$ cat config.mk
export PLATFORM = sky130hd
export DESIGN_NAME = anc_ctrl
export DESIGN_NICKNAME = d
export VERILOG_FILES = /design/src/rtl/anc_pkg.sv /design/src/rtl/anc_ctrl_sat.sv /design/src/rtl/anc_ctrl.sv
export SDC_FILE = /design/constraint.sdc
export NUM_CORES = 1
export LEC_CHECK = 0
export CORE_MARGIN = 3
export CORE_UTILIZATION = 25
export DETAILED_ROUTE_END_ITERATION = 10
export HOLD_SLACK_MARGIN = 0.15
export PLACE_DENSITY_LB_ADDON = 0.25
export SLEW_MARGIN = 20
export SYNTH_ARGS = -nofsm -noshare
export SYNTH_HDL_FRONTEND = slang
export SYNTH_HIERARCHICAL = 1
export SYNTH_SLANG_ARGS = --single-unit
$ cat constraint.sdc
create_clock -name clk -period 3.04 [get_ports clk]
set_clock_uncertainty 0.15 [all_clocks]
set_input_delay 0.76 -clock clk [delete_from_list [all_inputs] [get_ports clk]]
set_output_delay 0.76 -clock clk [all_outputs]
set_load 0.1 [all_outputs]
$ cat src/rtl/anc_pkg.sv
// rtl/anc_pkg.sv - shared state encoding and Q1.15 constants for the ANC controller
package anc_pkg;

  typedef enum logic [1:0] {
    S_IDLE   = 2'd0,
    S_LAUNCH = 2'd1,
    S_WAIT   = 2'd2
  } anc_state_t;

  localparam logic signed [15:0] Q15_MAX = 16'sh7FFF;
  localparam logic signed [15:0] Q15_MIN = 16'sh8000;

  localparam int TIMEOUT_CYCLES_DEF = 300;

endpackage

$ cat src/rtl/anc_ctrl_sat.sv
// rtl/anc_ctrl_sat.sv - clamps a 17-bit signed value into the Q1.15 range
module anc_ctrl_sat
  import anc_pkg::*;
(
  input  logic signed [16:0] din,
  output logic signed [15:0] dout
);

  always_comb begin
    if (din > 17'(Q15_MAX)) begin
      dout = Q15_MAX;
    end else if (din < 17'(Q15_MIN)) begin
      dout = Q15_MIN;
    end else begin
      dout = din[15:0];
    end
  end

endmodule

$ cat src/rtl/anc_ctrl.sv
// rtl/anc_ctrl.sv - ANC sample controller: buffers mic pairs, launches the filter,
// forwards results to the DAC and mutes on a hung filter run
module anc_ctrl
  import anc_pkg::*;
#(
  parameter int TIMEOUT_CYCLES = TIMEOUT_CYCLES_DEF,
  parameter int CNT_W          = 16
) (
  input  logic                    clk,
  input  logic                    rst_n,
  input  logic signed [15:0]      ref_sample,
  input  logic signed [15:0]      err_sample,
  input  logic                    sample_valid,
  input  logic                    adapt_en,
  input  logic        [3:0]       mu_shift,
  input  logic signed [15:0]      dc_offset,
  input  logic                    err_clr,
  output logic signed [15:0]      fir_x_in,
  output logic signed [15:0]      fir_a_in,
  output logic signed [15:0]      fir_weight_adjust,
  output logic                    fir_go,
  input  logic signed [15:0]      fir_out_sample,
  input  logic                    fir_done,
  output logic signed [15:0]      dac_sample,
  output logic                    dac_valid,
  output logic                    busy,
  output logic                    overrun,
  output logic                    timeout_err,
  output logic        [CNT_W-1:0] sample_cnt
);

  localparam int TW = $clog2(TIMEOUT_CYCLES + 1);

  anc_state_t         state;
  logic               pend_v;
  logic signed [15:0] pend_ref;
  logic signed [15:0] pend_err;
  logic [TW-1:0]      tcnt;
  logic [TW-1:0]      tcnt_inc;
  logic signed [15:0] err_shr;
  logic signed [16:0] err_ext;
  logic signed [16:0] wadj_raw;
  logic signed [15:0] wadj;
  logic               consume;
  logic               ovr_set;
  logic               tmo_hit;
  logic               tmo_set;

  assign consume  = (state == S_IDLE) && pend_v;
  assign ovr_set  = sample_valid && pend_v && !consume;
  assign err_shr  = pend_err >>> mu_shift;
  assign err_ext  = 17'(err_shr);
  assign wadj_raw = adapt_en ? -err_ext : '0;

  // The run is declared hung on the edge where the counter would reach its last value.
  assign tcnt_inc = tcnt + TW'(1);
  assign tmo_hit  = (tcnt_inc == TW'(TIMEOUT_CYCLES - 1));
  assign tmo_set  = (state == S_WAIT) && !fir_done && tmo_hit;

  anc_ctrl_sat u_sat (
    .din  (wadj_raw),
    .dout (wadj)
  );

  always_ff @(posedge clk or negedge rst_n) begin
    if (!rst_n) begin
      state             <= S_IDLE;
      pend_v            <= 1'b0;
      pend_ref          <= '0;
      pend_err          <= '0;
      tcnt              <= '0;
      fir_x_in          <= '0;
      fir_a_in          <= '0;
      fir_weight_adjust <= '0;
      fir_go            <= 1'b0;
      dac_sample        <= '0;
      dac_valid         <= 1'b0;
      busy              <= 1'b0;
      overrun           <= 1'b0;
      timeout_err       <= 1'b0;
      sample_cnt        <= '0;
    end else begin
      fir_go    <= 1'b0;
      dac_valid <= 1'b0;

      // Newest pair always wins the single-entry buffer.
      if (sample_valid) begin
        pend_v   <= 1'b1;
        pend_ref <= ref_sample;
        pend_err <= err_sample;
      end else if (consume) begin
        pend_v <= 1'b0;
      end

      overrun     <= ovr_set || (overrun && !err_clr);
      timeout_err <= tmo_set || (timeout_err && !err_clr);

      case (state)
        S_IDLE: begin
          if (pend_v) begin
            fir_x_in          <= pend_ref;
            fir_a_in          <= dc_offset;
            fir_weight_adjust <= wadj;
            fir_go            <= 1'b1;
            busy              <= 1'b1;
            state             <= S_LAUNCH;
          end
        end
        S_LAUNCH: begin
          tcnt  <= '0;
          state <= S_WAIT;
        end
        S_WAIT: begin
          if (fir_done) begin
            dac_sample <= fir_out_sample;
            dac_valid  <= 1'b1;
            sample_cnt <= sample_cnt + CNT_W'(1);
            busy       <= 1'b0;
            state      <= S_IDLE;
          end else if (tmo_hit) begin
            dac_sample <= '0;
            dac_valid  <= 1'b1;
            busy       <= 1'b0;
            state      <= S_IDLE;
          end else begin
            tcnt <= tcnt_inc;
          end
        end
        default: begin
          busy  <= 1'b0;
          state <= S_IDLE;
        end
      endcase
    end
  end

endmodule

==> run_results.csv, run 1 <==
group,metric,value,unit
outcome,status,"complete, but fails checks",
outcome,violations,"negative setup slack",
detailed_routing,wirelength,18370,microns
detailed_routing,num_vias,5564,
clock_network,cts_made_buffers,17,
critical_path,r2r_start,"pend_err[8]$_DFFE_PN0P_",
clock_network,cts.clk_slew.worst_paths,0.06,ns
clock_network,clk_path_buf_depth,2,
yosys,synth_top_area_share,48.03,%
power,p_sw_share,52.12,%
timing,drv_slew,0,
flow_run,maxCapViolCount,0,
critical_path,rrSetupSlack,-0.16,ns
clock_network,cts.sinks,129,
yosys,seq_area_frac_synth,48.03,%
yosys,synthFlopType,"dfrtp_1",
global_routing,grt_usage,12.95,%
timing,hold_ws,0.3297,ns
worst_hold_path,hold-path-endpoint,"sample_cnt[15]$_DFFE_PN0P_",
yosys,syn_area_per_cell,11.30,sq um
global_routing,grt.overflow.total,0,
clock_network,h-tree-depth,4,
power,pwr-share-clk,19.2,%
yosys,yosys_warnings,6,
placement,io_buffers,158,
critical_path,worst_setup_path_end_kind,"flop",
global_routing,antenna_found_initial,0,
critical_path,crit_required,3.18,ns
die,design.core.area,26210,sq um
power,p_per_area,1095,nW/um^2
die,die_w,170.0,microns
critical_path,worst-endpoint-arrival,3.47,ns
global_routing,grt_pass1_wl,30130,microns
layout,antennaDiodeCount,0,
placement,dp_slack,-1.311,ns
global_routing,gr-max-usage-layer,"met2",
layout,layout-drive-gt1-share,43.79,%
die,fp.dieH,170.0,microns
detailed_routing,drt_iter0_markers,242,
die,pin_count,159,
critical_path,crit_path_start_kind,"primary input",
yosys,synth_area_leader_cell,"dfrtp_1",
yosys,synthAdderAreaFrac,0.7446,%
clock_network,cts_tree,"done",
yosys,synth_edf_count,0,
timing,rsz0062_at_grt,"yes",
timing,setup_violations,16,
detailed_routing,avgViaCountPerCell,4.680,
yosys,synth_top_family_by_area,"multiplexers",
power,p_leak,4.388,nW
power,p_seq_share,24.0,%
global_routing,grt_pass1_vias,5680,
detailed_routing,drc_errors,0,
yosys,synth-simple-area-share,13.20,%
power,p_sw,0.005730,W
yosys,mappedNetlistArea,6721,sq um
yosys,synth_compound_area_share,10.67,%
yosys,synthesis.nets,673,
die,rows,59,
detailed_routing,drtAntennaViolNets,0,
critical_path,rr_worst_depth,12,
critical_path,startpoint,"mu_shift[1]",
yosys,ys_types,63,
yosys,synthArstFlopShare,100.0,%
worst_hold_path,holdPathStages,1,
detailed_routing,drtPass1Iterations,5,
layout,syn_to_final_growth,49.35,%
die,die-area,28890,sq um
yosys,synthMuxAreaShare,20.87,%
critical_path,rr_endpoint,"fir_weight_adjust[14]$_DFFE_PN0P_",
timing,finalCriticalPeriod,3.328,ns
timing,hold_viol_final,0,
yosys,synthTopCellsByArea,"dfrtp_1, mux2_2, mux4_2, nand2_1, nor2_1",
critical_path,worstSetupPathType,"primary input to flop",
global_routing,gr-usage-met2,22.16,%
placement,place_hpwl,13470,microns
placement,gp_congestion,0.8390,
clock_network,clk_latency,0.41,ns
worst_hold_path,min_path_type,"flop to flop",
yosys,syn_inst,595,
global_routing,grt_start_max_net_pins,53,
yosys,synth_common_cells,"dfrtp_1, mux2_2, nand2_1",
timing,setup_slack,-0.2878,ns
worst_hold_path,hp-start,"sample_cnt[15]$_DFFE_PN0P_",
timing,worstMarginPinSlew,0.5145,ns
timing,max_freq,300.5,MHz
layout,fill_cells,2532,
die,start_util,25.65,%
yosys,synth.most_common_cell,"dfrtp_1",
critical_path,path_max_fanout,6,
power,p_int,0.005264,W
detailed_routing,post_drt_wl_per_cell,15.45,microns
timing,period_share,109.5,%
timing,slew_headroom,65.33,%
global_routing,gr-usage-met3,3.740,%
global_routing,grt_util_met1,16.32,%
clock_network,cts-root-buf,"clkbuf_16",
yosys,ys_ff_latch,129,
power,ir_worst_vdd,1.001,mV
power,combPwrFrac,56.8,%
yosys,synth-xor-area-share,2.867,%
layout,nNetsFinal,920,
timing repair:
action / in CTS / in global routing
endpoints found under the setup margin: 16 / 16
hold endpoints to repair: 36 / 0
gates resized for setup: 57 / 14
hold buffers: 1 / 0
setup buffers: 8 / 4
gates cloned: 3 / 0
pin swaps: 12 / 11
metal layers:
layer  vias to the layer above  routed length (microns)
li1                       2657                        -
met1                      2777                     8152
met2                       120                     9208
met3                        10                      905
met4                         0                      108
met5                         -                        0
layout by cell type, fill, tap and decap left out, types with 13 or more instances in the layout:
cell type          n
a22o_1            16
buf_4            183
clkbuf_16         17
clkdlybuf4s50_1   68
dfrtp_1          129
mux2_2            83
nand2_1           52
nand3_1           13
nor2_1            37
xnor2_1           13
power by group through the flow:
stage | clock network (W) | logic (W) | registers, W
finish | 0.00211 | 0.00625 | 0.00264
global route | 0.00227 | 0.00650 | 0.00272
CTS | 0.00219 | 0.00628 | 0.00264
detailed placement | 0 | 0.00622 | 0.00266
global placement | 0 | 0.00620 | 0.00266
floorplan | 0 | 0.00129 | 0.00604
layout make-up:
type                    instances  area, sq um  share of cell area [%]
clock buffers                  20        446.7                   4.450
clock inverters                11        153.9                   1.533
inverters                      12        45.04                  0.4487
multi-input cells             413         3450                   34.36
flip-flops and latches        129         3228                   32.16
well taps                     335        419.2                   4.175
repair buffers                269         2296                   22.87
registers in the layout (all words and copies together), names as in the netlist, 2 cells and up:
register,count
tcnt,9
state,2
fir_a_in,16
dac_sample,16
pend_ref,16
fir_weight_adjust,16
sample_cnt,16
fir_x_in,16
pend_err,16
worst max path at each step:
stage / end / slack (ns) / cells past startpoint
after CTS: fir_weight_adjust[5]$_DFFE_PN0P_ / -0.30 / 13
final: fir_weight_adjust[14]$_DFFE_PN0P_ / -0.29 / 15
after floorplan: fir_weight_adjust[10]$_DFFE_PN0P_ / -0.58 / 15
after global placement: fir_weight_adjust[10]$_DFFE_PN0P_ / -1.32 / 15
after global routing: fir_weight_adjust[1]$_DFFE_PN0P_ / -0.40 / 15
after detailed placement: fir_weight_adjust[10]$_DFFE_PN0P_ / -1.31 / 15
critical path, cell delays in order:
cell and delay [ns]:
buf_12 0.09, buf_12 0.12, mux4_2 0.50, mux2i_1 0.18, nor2_1 0.09, a21oi_2 0.14, ha_2 0.19, nand2_1 0.04
or3_4 0.33, nor3b_4 0.25, and4_1 0.26, nor3_1 0.08, nor2_1 0.12, o21ai_2 0.05, mux2_2 0.25
logic make-up after synthesis:
group	Yosys count
simple gates	174
flops	129
mux	115
compound gates	98
buf+inv	53
xor+xnor	22
fa+ha+maj	4
through the flow:
stage | area [sq um] | TNS (ns) | utilization, % | total power [W] | std cells
6_report | 10040 | -3.748 | 38.31 | 0.01099 | 1189
5_1_grt | 10040 | -5.736 | 38.31 | 0.01149 | 1189
4_1_cts | 9947 | -3.915 | 37.96 | 0.01111 | 1185
3_5_place_dp | 9071 | -20.19 | 34.61 | 0.008881 | 1143
3_3_place_gp | 9071 | -20.31 | 34.61 | 0.008856 | 1143
2_1_floorplan | 6746 | -8.075 | - | 0.007332 | 595
Note: power is estimated with default switching activity, not from simulation.
==> inputs of run 2 (changes only) <==
--- a/config.mk
+++ b/config.mk
@@ -10,6 +10,7 @@
 export DETAILED_ROUTE_END_ITERATION = 10
 export HOLD_SLACK_MARGIN = 0.15
 export PLACE_DENSITY_LB_ADDON = 0.25
+export REMOVE_ABC_BUFFERS = 1
 export SLEW_MARGIN = 20
 export SYNTH_ARGS = -nofsm -noshare
 export SYNTH_HDL_FRONTEND = slang
==> run 2 against run 1 <==
Net effect:
- the run still ends with negative setup slack left
- combinational power about the same
- non-clock buffer count down 11
- cell count down 0.84%
- cell area up 0.20%
- die area unchanged
- largest cell class unchanged
- largest power group unchanged
==> run_results.csv, run 2 (same netlist as run 1, synthesis figures left out) <==
group,metric,value,unit
power,ir_worst_vdd,0.9372,mV
critical_path,crit_required,3.19,ns
timing,finalCriticalPeriod,3.391,ns
layout,layout-drive-gt1-share,43.96,%
die,pin_count,159,
timing,worstMarginPinSlew,0.5947,ns
timing,rsz0062_at_grt,"yes",
power,p_total,0.01115,W
timing,slew_headroom,59.99,%
die,die_w,170.0,microns
clock_network,cts_tree,"done",
timing,hold_viol_final,0,
clock_network,cts-root-buf,"clkbuf_16",
die,start_util,25.65,%
detailed_routing,drtPass1Iterations,4,
detailed_routing,drc_errors,0,
detailed_routing,drt_iter0_markers,280,
timing,max_freq,294.9,MHz
timing,drv_slew,0,
layout,final_common_cell,"buf_4",
detailed_routing,avgViaCountPerCell,4.668,
power,p_leak,4.396,nW
critical_path,worst-endpoint-arrival,3.54,ns
clock_network,h-tree-depth,4,
outcome,status,"complete, but fails checks",
die,die-area,28890,sq um
die,rows,59,
clock_network,cts.clk_slew.worst_paths,0.06,ns
detailed_routing,wirelength,18800,microns
die,design.core.area,26210,sq um
outcome,violations,"negative setup slack",
placement,gp_congestion,0.8396,
timing,setup_slack,-0.3509,ns
layout,final_cell_mix,"buf_4, dfrtp_1, mux2_2",
global_routing,grt_pass1_vias,5716,
timing,setup_violations,16,
critical_path,path_max_fanout,8,
detailed_routing,post_drt_wl_per_cell,15.95,microns
critical_path,worst_setup_path_end_kind,"flop",
global_routing,antenna_found_initial,0,
placement,io_buffers,158,
critical_path,worstSetupPathType,"primary input to flop",
detailed_routing,num_vias,5503,
clock_network,clk_latency,0.41,ns
layout,syn_to_final_growth,49.65,%
die,fp.dieH,170.0,microns
timing,hold_ws,0.3300,ns
clock_network,cts.sinks,129,
flow_run,maxCapViolCount,0,
global_routing,grt_pass1_wl,30300,microns
clock_network,clk_path_buf_depth,2,
global_routing,grt.overflow.total,0,
placement,place_hpwl,13410,microns
global_routing,grt_start_max_net_pins,47,
layout,nNetsFinal,909,
clock_network,cts_made_buffers,17,
timing,period_share,111.5,%
power,p_per_area,1108,nW/um^2
critical_path,crit_path_start_kind,"primary input",
worst_hold_path,min_path_type,"flop to flop",
layout,antennaDiodeCount,0,
detailed_routing,drtAntennaViolNets,0,
global_routing,grt_usage,13.03,%
-- run 2: metrics by stage --
step	TNS [ns]	worst slack, ns	area, sq um	std cells	utilization [%]
2_1_floorplan	-19.29	-1.268	6523	554	-
3_5_place_dp	-19.57	-1.262	8985	1130	34.29
6_report	-4.589	-0.3509	10060	1179	38.38
4_1_cts	-4.447	-0.3120	9889	1176	37.74
3_3_place_gp	-18.99	-1.226	8985	1130	34.29
5_1_grt	-6.738	-0.4626	10060	1179	38.38
-- run 2: area by class of cell --
cell class / instances / area, sq um
Fill cell: 2525 / 16150
Sequential cell: 129 / 3228
Multi-Input combinational cell: 413 / 3482
Inverter: 12 / 45.04
Clock buffer: 18 / 429.2
Timing Repair Buffer: 258 / 2240
Tap cell: 335 / 419.2
Clock inverter: 14 / 215.2
-- run 2: final timing paths --
kind / startpoint / to / slack, ns / cells past startpoint
worst max-delay path: mu_shift[1] / fir_weight_adjust[12]$_DFFE_PN0P_ / -0.35 / 18
worst min-delay path: sample_cnt[8]$_DFFE_PN0P_ / sample_cnt[8]$_DFFE_PN0P_ / 0.33 / 1
worst max register to register: pend_err[8]$_DFFE_PN0P_ / fir_weight_adjust[15]$_DFFE_PN0P_ / -0.22 / 12
worst min register to register: sample_cnt[8]$_DFFE_PN0P_ / sample_cnt[8]$_DFFE_PN0P_ / 0.33 / 1
max in group asynchronous: rst_n / pend_ref[4]$_DFFE_PN0P_ / 1.36 / 3
min in group asynchronous: rst_n / dac_sample[10]$_DFFE_PN0P_ / 0.67 / 2
-- run 2: routing by layer --
metal	vias up	routed length, microns	GRT usage [%]
li1	2633	-	-
met1	2734	8182	16.22
met2	122	9510	22.51
met3	14	906	3.368
met4	0	202	3.527
met5	-	0	0
-- run 2: repair_timing --
| item | in CTS | in global routing |
|---|---|---|
| gates resized for setup | 45 | 33 |
| hold buffers | 1 | 0 |
| gates cloned | 2 | 2 |
| endpoints found under the hold margin | 36 | 0 |
| buffers inserted | 11 | 2 |
| pin swaps | 12 | 17 |
| setup endpoints to repair | 16 | 16 |
-- run 2: critical path, cell delays in order --
cell and delay, ns:
buf_8 0.10, buf_6 0.12, buf_4 0.16, nor2b_1 0.18, a211oi_1 0.09, nor4_1 0.58, a21oi_2 0.15, ha_2 0.21
buf_4 0.13, buf_4 0.12, inv_1 0.07, nor2_1 0.06, nand4_1 0.15, o21ai_0 0.08, nor3b_2 0.16, nor2_1 0.11
o21ai_2 0.06, mux2_2 0.25
-- run 2: power by group --
group          internal, W  switching [W]  leakage, nW
Sequential         0.00228       0.000382         1.59
Combinational      0.00167        0.00456         2.49
Clock              0.00141       0.000856        0.316
